## config.mk

```make
export PLATFORM = sky130hd
export DESIGN_NAME = uc_sequencer
export DESIGN_NICKNAME = d
export VERILOG_FILES = /design/src/rtl/cpu_pkg.sv /design/src/rtl/uc_sequencer.sv
export SDC_FILE = /design/constraint.sdc
export NUM_CORES = 1
export LEC_CHECK = 0
export ABC_AREA = 1
export CELL_PAD_IN_SITES_DETAIL_PLACEMENT = 1
export CELL_PAD_IN_SITES_GLOBAL_PLACEMENT = 2
export CORE_MARGIN = 4
export CORE_UTILIZATION = 17
export DETAILED_ROUTE_END_ITERATION = 12
export HOLD_SLACK_MARGIN = 0.12
export PLACE_DENSITY_LB_ADDON = 0.3
export SYNTH_ARGS = -nofsm -noshare
export SYNTH_HDL_FRONTEND = slang
export SYNTH_SLANG_ARGS = --single-unit
```

## constraint.sdc

```tcl
create_clock -name clk -period 2 [get_ports clk]
set_input_delay 0.3 -clock clk [delete_from_list [all_inputs] [get_ports clk]]
set_output_delay 0.3 -clock clk [all_outputs]
set_load 0.01 [all_outputs]
```

## src/rtl/cpu_pkg.sv

```systemverilog
// Shared definitions for the 16-bit core: microword field positions, microcode
// geometry defaults and the microcode sequencer state encoding.
package cpu_pkg;

    localparam int UC_END                 = 0;
    localparam int UC_IMM_EXTEND_NEGATIVE = 5;
    localparam int UC_IMM_SHIFT           = 6;

    localparam int UADDR_W_DEF = 10;
    localparam int UC_W_DEF    = 28;
    localparam int PHASE_W     = 3;

    typedef enum logic [1:0] {
        UC_IDLE    = 2'd0,
        UC_EXEC    = 2'd1,
        UC_HALTED  = 2'd2,
        UC_WAITING = 2'd3
    } uc_seq_state_t;

endpackage

```

## src/rtl/uc_sequencer.sv

```systemverilog
// Microcode sequencer: walks one instruction's microprogram in the external ROM.
// Optional feature macro: UC_SEQ_OVERRUN_CHECK_EN (forced end at phase 7 + sticky uc_overrun).
module uc_sequencer
    import cpu_pkg::*;
#(
    parameter int UADDR_W = UADDR_W_DEF,
    parameter int UC_W    = UC_W_DEF
) (
    input  logic               clk,
    input  logic               rst_n,
    input  logic               instr_valid,
    output logic               instr_ready,
    input  logic [UADDR_W-1:0] ucode_addr,
    input  logic               halt,
    input  logic               wait_req,
    input  logic               irq,
    output logic [UADDR_W-1:0] rom_addr,
    input  logic [UC_W-1:0]    rom_data,
    output logic [UC_W-1:0]    ucommand,
    output logic [2:0]         phase,
    output logic               uc_valid,
`ifdef UC_SEQ_OVERRUN_CHECK_EN
    output logic               uc_overrun,
`endif
    output logic               halted,
    output logic               waiting
);

    localparam logic [UADDR_W-1:0] ADDR_ONE   = {{(UADDR_W-1){1'b0}}, 1'b1};
    localparam logic [UADDR_W-1:0] ADDR_EIGHT = {{(UADDR_W-4){1'b0}}, 4'd8};

    uc_seq_state_t      state_r, state_nxt_s;
    logic [UADDR_W-1:0] base_r, base_nxt_s;
    logic [2:0]         phase_r, phase_nxt_s;
    logic [UADDR_W-1:0] phase_ext_s;
    logic               uc_end_s;
    logic               final_s;
    logic               overrun_set_s;
`ifdef UC_SEQ_OVERRUN_CHECK_EN
    logic               overrun_r;
`endif

    // State, base and phase registers
    always_ff @(posedge clk or negedge rst_n) begin
        if (!rst_n) begin
            state_r <= UC_IDLE;
            base_r  <= {UADDR_W{1'b0}};
            phase_r <= 3'd0;
        end else begin
            state_r <= state_nxt_s;
            base_r  <= base_nxt_s;
            phase_r <= phase_nxt_s;
        end
    end

`ifdef UC_SEQ_OVERRUN_CHECK_EN
    // Sticky overrun flag, cleared only by reset
    always_ff @(posedge clk or negedge rst_n) begin
        if (!rst_n) begin
            overrun_r <= 1'b0;
        end else if (overrun_set_s) begin
            overrun_r <= 1'b1;
        end else begin
            overrun_r <= overrun_r;
        end
    end

    assign uc_overrun = overrun_r;
`endif

    // Final-microstep detection; phase 7 without UC_END is an overrun when checking is built in
    always_comb begin
        uc_end_s      = rom_data[UC_END];
        overrun_set_s = 1'b0;
`ifdef UC_SEQ_OVERRUN_CHECK_EN
        final_s = uc_end_s || (phase_r == 3'd7);
        if ((state_r == UC_EXEC) && !uc_end_s && (phase_r == 3'd7)) begin
            overrun_set_s = 1'b1;
        end else begin
            overrun_set_s = 1'b0;
        end
`else
        final_s = uc_end_s;
`endif
    end

    // Next-state, prefetch address and bookkeeping
    always_comb begin
        state_nxt_s = state_r;
        base_nxt_s  = base_r;
        phase_nxt_s = phase_r;
        phase_ext_s = {{(UADDR_W-3){1'b0}}, phase_r};
        // Speculative prefetch of the next microword; wraps modulo 2^UADDR_W
        rom_addr    = base_r + phase_ext_s + ADDR_ONE;
        case (state_r)
            UC_IDLE: begin
                rom_addr = ucode_addr;
                if (instr_valid) begin
                    base_nxt_s  = ucode_addr;
                    phase_nxt_s = 3'd0;
                    state_nxt_s = UC_EXEC;
                end else begin
                    state_nxt_s = UC_IDLE;
                end
            end
            UC_EXEC: begin
                if (final_s) begin
                    phase_nxt_s = 3'd0;
                    if (halt) begin
                        state_nxt_s = UC_HALTED;
                    end else if (wait_req) begin
                        state_nxt_s = UC_WAITING;
                    end else begin
                        state_nxt_s = UC_IDLE;
                    end
                end else begin
                    phase_nxt_s = phase_r + 3'd1;
                    // On a 7->0 wrap the next window of eight microwords starts at base+8
                    if (phase_r == 3'd7) begin
                        base_nxt_s = base_r + ADDR_EIGHT;
                    end else begin
                        base_nxt_s = base_r;
                    end
                end
            end
            UC_HALTED: begin
                state_nxt_s = UC_HALTED;
            end
            UC_WAITING: begin
                if (irq) begin
                    state_nxt_s = UC_IDLE;
                end else begin
                    state_nxt_s = UC_WAITING;
                end
            end
            default: begin
                state_nxt_s = UC_IDLE;
                phase_nxt_s = 3'd0;
            end
        endcase
    end

    // Status outputs decoded directly from registered state
    always_comb begin
        instr_ready = (state_r == UC_IDLE);
        uc_valid    = (state_r == UC_EXEC);
        halted      = (state_r == UC_HALTED);
        waiting     = (state_r == UC_WAITING);
        phase       = phase_r;
        if (state_r == UC_EXEC) begin
            ucommand = rom_data;
        end else begin
            ucommand = {UC_W{1'b0}};
        end
    end

endmodule

```

==> qor.json <==
{
  "outcome": {"value": "finished with violations"},
  "violations": {"value": "setup timing"},
  "firstDrtPassIters": {"value": 4},
  "clk-insertion-delay-late": {"value": 0.26, "unit": "ns"},
  "seq_area_frac_synth": {"value": 0.262},
  "diode_count": {"value": 0},
  "cap_viol_max_count": {"value": 0},
  "vdd.ir_drop.worst": {"value": 0.500, "unit": "mV"},
  "detailedPlace.worstSlack": {"value": -0.464, "unit": "ns"},
  "synth_fp_nets": {"value": 291},
  "antenna_violations_before_repair": {"value": 0},
  "grt_pass1_vias": {"value": 1909},
  "most_frequent_cells_in_the_layout": {"value": "nand2_1 (62), clkdlybuf4s50_1 (50), inv_1 (44)"},
  "number_of_remaining_drc_errors": {"value": 0},
  "post_route_cells_drive_above_1_share": {"value": 0.197},
  "r2r_cells": {"value": 10},
  "synthToLayoutAreaGrowth": {"value": 86.4, "unit": "%"},
  "slew_headroom": {"value": 0.822},
  "final.setup_skew": {"value": 0.00905, "unit": "ns"},
  "cpMaxStageDelayCell": {"value": "dfrtp_1"},
  "worst-endpoint-required": {"value": 1.70, "unit": "ns"},
  "rsz0062_at_grt": {"value": "yes"},
  "syn_inst": {"value": 240},
  "reg2reg_from": {"value": "phase[1]$_DFFE_PN0P_"},
  "summed_instance_area_of_the_synthesized_netlist": {"value": 1440, "unit": "um2"},
  "cts_inserted_buffers": {"value": 3},
  "crit_path_start_kind": {"value": "flip-flop"},
  "worstPathBufferInverterCount": {"value": 3},
  "drtIter0Drc": {"value": 34},
  "die_w": {"value": 99.9, "unit": "um"},
  "synth_area_per_cell": {"value": 5.98, "unit": "um2"},
  "grt_max_degree": {"value": 19},
  "critical_path_depth": {"value": 10},
  "setup.worst_path.start": {"value": "phase[0]$_DFFE_PN0P_"},
  "setup-tns-final": {"value": -0.578, "unit": "ns"},
  "die_area": {"value": 9980, "unit": "um2"},
  "total_of_fill_cells_in_the_finished_design": {"value": 1050},
  "dp_hpwl": {"value": 4740, "unit": "um"},
  "io_pins": {"value": 89},
  "power.static_leakage": {"value": 1.46, "unit": "nW"},
  "ff_latch_area": {"value": 377, "unit": "um2"},
  "area_used_by_multi_input_combinational_logic": {"value": 916, "unit": "um2"},
  "setup-violations-final": {"value": 4},
  "crit_path_cell_trace": {"value": "inv_1 > ha_2 > inv_2 > fa_2 > nand2_2 > nand2_4 > nand2_1 > nand2_1 > a31oi_1 > buf_2"},
  "total_power_density_per_cell_area": {"value": 1310, "unit": "nW/um2"},
  "dieHeight": {"value": 99.9, "unit": "um"},
  "min_period_over_period": {"value": 1.08},
  "highest_attainable_clock_frequency": {"value": 461, "unit": "MHz"},
  "cts-hold-fix-buffers": {"value": 0},
  "global_router_s_overall_resource_usage": {"value": 0.120},
  "numClockSinks": {"value": 15},
  "setup.worst_path.class": {"value": "flip-flop to output pin"},
  "cts_root_buf": {"value": "clkbuf_8"},
  "wl": {"value": 5990, "unit": "um"},
  "globalRouteOverflowTotal": {"value": 0},
  "ys_types": {"value": 24},
  "min_path_type": {"value": "input pin to async pin"},
  "worst_setup_hold_path_clk_slew": {"value": 0.07, "unit": "ns"},
  "finalHoldViolCount": {"value": 0},
  "cts_max_level": {"value": 1},
  "cts_buffer_depth": {"value": 2},
  "critPathCaptureType": {"value": "output pin"},
  "final_antenna_net_count": {"value": 0},
  "design.core.area": {"value": 8220, "unit": "um2"},
  "initial_utilization": {"value": 0.175},
  "worst-slew-pin-transition": {"value": 0.265, "unit": "ns"},
  "layout_setup_ws": {"value": -0.169, "unit": "ns"},
  "globalplace.congestion": {"value": 0.713},
  "min_period": {"value": 2.17, "unit": "ns"},
  "layout.cells.most_common": {"value": "nand2_1"},
  "arrival": {"value": 1.87, "unit": "ns"},
  "crit_fanout": {"value": 6},
  "routed_vias": {"value": 1877},
  "routed_len_inst": {"value": 13.2, "unit": "um"},
  "yosys_warnings": {"value": 0},
  "report.final.slew_viol_count": {"value": 0},
  "path_delay_family": {"value": "adder cells"},
  "slowest_delay": {"value": 0.38, "unit": "ns"},
  "most_frequent_cp_cell": {"value": "nand2_1"},
  "fp-row-count": {"value": 33},
  "drt-vias-per-instance": {"value": 4.13},
  "fin_nets": {"value": 402},
  "port-buffer-count": {"value": 88},
  "postSynthRegisterBits": {"value": 15},
  "grt_first_pass_wirelength": {"value": 9650, "unit": "um"},
  "tritoncts": {"value": "yes"}
}
## sequential cells by signal (all words and copies together), names as in the netlist
register  count
state_r       2
base_r       10
phase         3
## cell usage after synthesis
master | instances | area, um2
and2_1 | 1 | 6.26
buf_6 | 4 | 45.0
o21ai_1 | 3 | 15.0
nor2_4 | 2 | 22.5
xor2_1 | 1 | 8.76
a21oi_1 | 4 | 20.0
o211ai_1 | 1 | 7.51
nand3_2 | 1 | 10.0
a31oi_1 | 2 | 12.5
nand2_2 | 1 | 6.26
o21ai_0 | 11 | 55.1
nor2_1 | 44 | 165
fa_1 | 1 | 20.0
inv_1 | 46 | 173
buf_2 | 1 | 5.00
buf_4 | 2 | 15.0
o22ai_1 | 1 | 6.26
nand2_4 | 1 | 11.3
nand2_1 | 66 | 248
or2_2 | 4 | 25.0
dfrtp_1 | 15 | 375
ha_1 | 6 | 75.1
inv_2 | 2 | 7.51
nand3_1 | 20 | 100
## kinds of logic after synthesis
kind of cell             after synthesis  synth area share
adder cells (fa/ha/maj)                7            0.0663
AO/OA/AOI/OAI                         22            0.0811
AND/OR/NAND/NOR                      140             0.414
XOR/XNOR                               1           0.00610
buffers and inverters                 55             0.171
flip-flops                            15             0.262
## worst register-to-register path, delay by kind of cell, from the launching register on
| family | cells | cell delay (ns) |
|---|---|---|
| buffers and inverters | 3 | 0.32 |
| and+or+nand+nor | 5 | 0.45 |
| DFF | 1 | 0.40 |
| adders and majority gates | 2 | 0.37 |
## power by group
part	switching [mW]	internal [mW]	total, mW
registers	0.154	0.443	0.597
clock network	0.118	0.141	0.259
logic	1.41	1.23	2.64
## worst paths after layout
path	to	slack (ns)
setup / recovery	rom_addr[6]	-0.17
setup reg to reg	base_r[8]$_DFFE_PN0P_	0.37
hold / removal	base_r[7]$_DFFE_PN0P_	0.36
min in group clk	base_r[0]$_DFFE_PN0P_	0.55
hold reg to reg	base_r[0]$_DFFE_PN0P_	0.55
max in group asynchronous	state_r[1]$_DFFE_PN0P_	1.41
## per-layer routing
| layer | wire length, um | vias to the layer above | global-route usage |
|---|---|---|---|
| met5 | 0 | - | 0 |
| li1 | - | 945 | - |
| met3 | 478 | 4 | 0.0250 |
| met4 | 61 | 0 | 0.0315 |
| met1 | 2840 | 847 | 0.159 |
| met2 | 2610 | 81 | 0.200 |
## cell type report
cell class / count / area share
Timing Repair Buffer: 113 / 0.384
Multi-Input combinational cell: 170 / 0.342
Sequential cell: 15 / 0.141
Inverter: 48 / 0.0674
Tap cell: 105 / 0.0491
Clock buffer: 4 / 0.0168
## stage by stage
stage               power [mW]  std cells   util  hold slack, ns  cell area (um2)
finish                    3.50        455  0.326           0.364             2680
global route              3.86        455  0.326           0.391             2680
CTS                       3.49        453  0.321           0.374             2640
detailed placement        3.21        445  0.309           0.493             2540
global placement          3.19        445  0.309           0.476             2540
floorplan                 1.86        240      -         0.00441             1440
## timing repair
| action | 4_1_cts | 5_1_grt |
|---|---|---|
| resized for setup | 82 | 14 |
| endpoints found under the setup margin | 38 | 10 |
| pin swaps | 5 | 7 |
| buffers inserted | 4 | 2 |
No activity file was read; power rests on OpenSTA's default activity.
